<file path="config.mk">
export PLATFORM = sky130hd
export DESIGN_NAME = student_tlul_arbiter
export DESIGN_NICKNAME = d
export VERILOG_FILES = /design/src/rtl/student_tlul_arbiter.sv
export SDC_FILE = /design/constraint.sdc
export NUM_CORES = 1
export LEC_CHECK = 0
export CORE_AREA = 2 2 200 202
export CTS_BUF_LIST = sky130_fd_sc_hd__clkbuf_8
export DETAILED_ROUTE_END_ITERATION = 10
export DIE_AREA = 0 0 202 204
export SYNTH_ARGS = -nofsm -noshare
export SYNTH_HDL_FRONTEND = slang
export SYNTH_SLANG_ARGS = --single-unit
</file>
<file path="constraint.sdc">
create_clock -name clk_i -period 2.6 [get_ports clk_i]
set_input_delay 0.52 -clock clk_i [delete_from_list [all_inputs] [get_ports clk_i]]
set_output_delay 0.52 -clock clk_i [all_outputs]
set_load 0.02 [all_outputs]
</file>
<file path="src/rtl/student_tlul_arbiter.sv">
// N-host to 1-device TL-UL arbiter: round-robin grant, one outstanding transaction,
// grant held from A request until the D response completes.
package student_tlul_pkg;
  typedef struct packed {
    logic        a_valid;
    logic [2:0]  a_opcode;
    logic [2:0]  a_param;
    logic [1:0]  a_size;
    logic [7:0]  a_source;
    logic [31:0] a_address;
    logic [3:0]  a_mask;
    logic [31:0] a_data;
    logic [15:0] a_user;
    logic        d_ready;
  } tl_h2d_t;

  typedef struct packed {
    logic        d_valid;
    logic [2:0]  d_opcode;
    logic [2:0]  d_param;
    logic [1:0]  d_size;
    logic [7:0]  d_source;
    logic        d_sink;
    logic [31:0] d_data;
    logic [15:0] d_user;
    logic        d_error;
    logic        a_ready;
  } tl_d2h_t;
endpackage

module student_tlul_arbiter
  import student_tlul_pkg::*;
#(
  parameter int unsigned NUM  = 2,
  parameter int unsigned IdxW = $clog2(NUM)
) (
  input  logic                 clk_i,
  input  logic                 rst_i,
  input  tl_h2d_t [NUM-1:0]    tl_host_i,
  output tl_d2h_t [NUM-1:0]    tl_host_o,
  output tl_h2d_t              tl_device_o,
  input  tl_d2h_t              tl_device_i,
  output logic                 busy_o,
  output logic [IdxW-1:0]      grant_o
);

  typedef enum logic [1:0] {StIdle, StReq, StRsp} state_e;

  state_e          state_q, state_d;
  logic [IdxW-1:0] grant_q, grant_d;
  logic [IdxW-1:0] prio_q, prio_d;
  logic [IdxW-1:0] winner;
  logic            any_req;

  always_ff @(posedge clk_i) begin
    if (rst_i) begin
      state_q <= StIdle;
      grant_q <= '0;
      prio_q  <= '0;
    end else begin
      state_q <= state_d;
      grant_q <= grant_d;
      prio_q  <= prio_d;
    end
  end

  // Round-robin search starting at prio_q.
  always_comb begin
    int unsigned idx;
    any_req = 1'b0;
    winner  = '0;
    for (int unsigned k = 0; k < NUM; k++) begin
      idx = (32'(prio_q) + k) % NUM;
      if (!any_req && tl_host_i[idx].a_valid) begin
        any_req = 1'b1;
        winner  = IdxW'(idx);
      end
    end
  end

  always_comb begin
    state_d = state_q;
    grant_d = grant_q;
    prio_d  = prio_q;
    case (state_q)
      StIdle: begin
        if (any_req) begin
          grant_d = winner;
          state_d = StReq;
        end
      end
      StReq: begin
        if (tl_host_i[grant_q].a_valid && tl_device_i.a_ready) begin
          state_d = StRsp;
        end else if (!tl_host_i[grant_q].a_valid) begin
          // Host withdrew its request without a handshake; give up the grant.
          state_d = StIdle;
        end
      end
      StRsp: begin
        if (tl_device_i.d_valid && tl_host_i[grant_q].d_ready) begin
          state_d = StIdle;
          prio_d  = (grant_q == IdxW'(NUM - 1)) ? '0 : grant_q + IdxW'(1);
        end
      end
      default: state_d = StIdle;
    endcase
  end

  // Outputs are forced idle while reset is asserted so an abandoned transaction leaks nothing.
  always_comb begin
    tl_device_o = '0;
    tl_host_o   = '0;
    busy_o      = (state_q != StIdle);
    grant_o     = grant_q;
    if (!rst_i) begin
      case (state_q)
        StReq: begin
          tl_device_o                = tl_host_i[grant_q];
          tl_device_o.d_ready        = 1'b0;
          tl_host_o[grant_q].a_ready = tl_device_i.a_ready;
        end
        StRsp: begin
          tl_device_o.d_ready        = tl_host_i[grant_q].d_ready;
          tl_host_o[grant_q]         = tl_device_i;
          tl_host_o[grant_q].a_ready = 1'b0;
        end
        default: ;
      endcase
    end
  end

endmodule
</file>
==> results.rst, run 1 <==
.. list-table::
   :header-rows: 1

   * - Metric
     - Value
   * - Average detailed-routed wire length per instance
     - between 15 and 20 µm
   * - Chip width
     - ~200 µm
   * - Arrival time of data at the critical path endpoint
     - roughly 2.0 ns
   * - Antenna viol nets, final
     - 0
   * - Ports
     - ~510
   * - Number of global-route vias before repair
     - 5232
   * - Initial cell density of the core
     - 0.0705
   * - Cell area after placement
     - around 8800 µm²
   * - Number of iterations in the first detailed-routing pass
     - 4
   * - Antenna violations before repair
     - 2
   * - Max Root-Sink Buffers
     - 2
   * - Initial DRC count
     - 227
   * - Status
     - finished, final reports clean
   * - Clock Root Buffer
     - sky130_fd_sc_hd__clkbuf_8
   * - Final standard cell utilization of the core
     - 0.225
   * - Max_cap viols
     - 0
   * - Insertion delay of the later-clocked pin in the worst-skew pair
     - approximately 0.23 ns
   * - Number of placed instances with taps included
     - roughly 1400
   * - Worst Path Class, Setup
     - in -> out
   * - Leftover overflow at the end of global routing
     - 0
   * - Count of buffers inserted at the top-level ports
     - between 500 and 600
   * - Clk pin slew, worst setup/hold paths
     - ~0.04 ns
   * - Total Die Area
     - approximately 40000 µm²
   * - Residual DRC count
     - 0
   * - Final hold viol count
     - 0
   * - Number of H-tree branching levels
     - 1
   * - Nets
     - 1211
   * - Total CTS buffers
     - 3
   * - First-pass GRT wire length
     - around 32000 µm
   * - Min-Delay Path Class
     - reg -> reg
   * - Synthesized Nets
     - 703
   * - Sequential cell area
     - 83.8 µm²
   * - Leading cell type in the layout, fill and taps excluded
     - sky130_fd_sc_hd__clkdlybuf4s50_1
   * - Final count of negative-setup-slack endpoints
     - 0
   * - Endpoint class of the critical path
     - output pin
   * - Setup repair after global routing missed its margin
     - no
   * - Clock Skew
     - slightly above 0.008 ns
   * - Vertical extent of the die
     - between 200 and 250 µm
   * - Vias after detailed routing
     - ~5200
   * - Total half-perimeter wirelength after legalization and detailed placement
     - roughly 19000 µm
   * - Post-synthesis cell area
     - approximately 2800 µm²
   * - Share of the cycle needed by the critical path after routing
     - 0.968
   * - Post-cts hold buffer count
     - 0
   * - Post-synthesis cell type with the largest combined area
     - sky130_fd_sc_hd__mux2i_1
   * - Average cell area after synthesis
     - 6.49 µm²
   * - Area of the core
     - 39200 µm²
   * - Series of cell instances along the critical path
     - clkdlybuf4s50_1 -> mux2_1 -> nand2_1 -> nor2_1 -> clkdlybuf4s50_1
   * - Largest cells by area after synthesis
     - sky130_fd_sc_hd__mux2i_1, sky130_fd_sc_hd__and3_1, sky130_fd_sc_hd__nor2_1
   * - #FFs+latches synth
     - 4
   * - Slowest cell on the critical path
     - sky130_fd_sc_hd__clkdlybuf4s50_1
   * - Most frequent CP cell
     - sky130_fd_sc_hd__clkdlybuf4s50_1
   * - Weighted congestion reported at the end of routability-driven placement
     - ~0.89
   * - Maximum number of pins on one net before global-route repair
     - roughly 70
   * - Portion of the post-synthesis area used by sequential elements
     - 0.0290
   * - Routed wire length
     - 22600 µm
   * - CP Data Required Time
     - 2.08 ns
   * - Synth-to-Final Area Change
     - 219%
   * - Max IR drop VDD
     - between 0.15 and 0.2 mV
   * - Leading cell types in the layout, fill and taps excluded
     - sky130_fd_sc_hd__clkdlybuf4s50_1, sky130_fd_sc_hd__dlygate4sd2_1, sky130_fd_sc_hd__and3_1
   * - Via/cell ratio
     - between 3 and 4
   * - Count of synthesis-stage warnings from yosys
     - 0
   * - Achievable clock frequency
     - 0.397 GHz
   * - Worst Tran Pin Value
     - between 0.4 and 0.5 ns
   * - Worst slew slack as a fraction of its limit
     - 0.725
   * - Number of standard cells in the layout, taps in and fillers out
     - ~1500
   * - Fillers
     - 4368
   * - Post-layout minimum cycle time
     - roughly 2.5 ns
   * - Element type at the critical path start
     - primary input
   * - Power density normalized to cell area
     - a little under 200 nW/µm²
   * - Multi-input combinational cell area
     - roughly 2500 µm²
   * - Leakage dissipation
     - about 0.0044 µW
   * - Share of layout cells above drive strength 1
     - 0.133
   * - Post-synth cell types
     - 22
   * - Summed area of non-filler cells in the final layout
     - between 8000 and 9000 µm²
   * - CTS tree
     - done
   * - Num rows
     - 73
   * - Final-report max-slew violation count
     - 0
   * - Sink Count
     - 4
   * - Max FO, Critical Path
     - 3
   * - Antenna diode count
     - 0
   * - Count of mapped cells out of synthesis
     - 426
   * - Delay of the slowest cell on the worst path
     - around 0.62 ns
   * - Post-synth top area share
     - 0.366
   * - Overall Global Routing Usage
     - 0.100
-- power by group --
part	switching [µW]	total [µW]	internal (µW)	leakage, µW
Combinational	718	1530	812	0.00431
Clock	36.2	137	101	0.0000269
Sequential	7.39	78.1	70.8	0.0000335
-- metal layers --
| layer | GRT usage | share of wire |
|---|---|---|
| met1 | 0.111 | 0.38 |
| met2 | 0.195 | 0.52 |
| met3 | 0.0190 | 0.077 |
| met4 | 0.0215 | 0.020 |
| met5 | 0 | 0 |
-- flip-flops by register name (all words and copies together) (netlist names) --
signal / count
state_q: 2
grant_o: 1
prio_q: 1
-- logic make-up (layout without fill, tap and decap cells) --
| family | count (synthesis) | after routing | share of synthesized area |
|---|---|---|---|
| and+or+nand+nor | 254 | 254 | 0.478 |
| muxes | 102 | 102 | 0.370 |
| buffers and inverters | 55 | 562 | 0.0879 |
| AOI/OAI and AO/OA | 8 | 8 | 0.0217 |
| DFF | 4 | 4 | 0.0290 |
| adders and majority gates | 3 | 3 | 0.0136 |
-- area by class of cell --
cell class | instances | area share
Clock buffer | 3 | 0.00468
Inverter | 3 | 0.00128
Sequential cell | 4 | 0.00951
Multi-Input combinational cell | 367 | 0.280
Timing Repair Buffer | 555 | 0.630
Clock inverter | 1 | 0.000426
Tap cell | 525 | 0.0745
-- repair_timing --
action                                  in CTS  in global routing
resized for setup                          356                  2
buffers inserted                             2                  0
cloned                                       3                  0
endpoints found under the setup margin     228                140
-- path summary, 6_finish.rpt --
path	startpoint	to	slack (ns)	cells past startpoint
max	tl_host_i[203]	tl_device_o[101]	0.08	5
min	prio_q$_SDFFE_PP0P_	prio_q$_SDFFE_PP0P_	0.51	2
max reg2reg	state_q[0]$_SDFFE_PP0P_	state_q[1]$_SDFFE_PP0P_	0.96	7
min reg2reg	prio_q$_SDFFE_PP0P_	prio_q$_SDFFE_PP0P_	0.51	2
-- critical path, delay by kind of cell --
kind          cells  cell delay, ns
mux               1            0.17
buf+inv           2            1.14
simple gates      2            0.17
-- synth_stat cells --
master	number
sky130_fd_sc_hd__a211oi_1	1
sky130_fd_sc_hd__a32oi_1	1
sky130_fd_sc_hd__clkbuf_1	25
sky130_fd_sc_hd__buf_2	26
sky130_fd_sc_hd__nand3_1	2
sky130_fd_sc_hd__nand2b_1	2
sky130_fd_sc_hd__dfxtp_1	4
sky130_fd_sc_hd__a221oi_2	1
sky130_fd_sc_hd__mux2i_1	101
sky130_fd_sc_hd__mux2_1	1
sky130_fd_sc_hd__inv_1	3
sky130_fd_sc_hd__a21o_1	1
sky130_fd_sc_hd__buf_4	1
sky130_fd_sc_hd__and3_1	136
sky130_fd_sc_hd__a31oi_1	1
sky130_fd_sc_hd__nor2b_1	5
sky130_fd_sc_hd__ha_1	3
sky130_fd_sc_hd__nand3b_1	1
sky130_fd_sc_hd__nand2_1	2
sky130_fd_sc_hd__a21oi_1	3
sky130_fd_sc_hd__nor2_1	105
sky130_fd_sc_hd__and2_1	1
-- metrics by stage --
stage | power (µW) | setup TNS [ns] | hold WS, ns | setup WS (ns)
floorplan | 731 | 0 | 0.468 | 0.522
detailed placement | 1680 | -49.76 | 0.506 | -0.306
global route | 1870 | 0 | 0.553 | 0.0229
CTS | 1770 | -0.0283 | 0.514 | -0.0283
global placement | 1670 | -48.76 | 0.499 | -0.287
finish | 1750 | 0 | 0.512 | 0.0823
Power figures use the tool's default switching activity.
==> inputs of run 2 (changes only) <==
SLEW_MARGIN = 10   (was default)
==> results of run 2 <==
The final DEF is identical to that of run 1; final timing and power are the same.
==> inputs of run 3 (changes only) <==
HOLD_SLACK_MARGIN = 0.12   (was default)
==> results of run 3 <==
The final DEF is identical to that of run 1; final timing and power are the same.
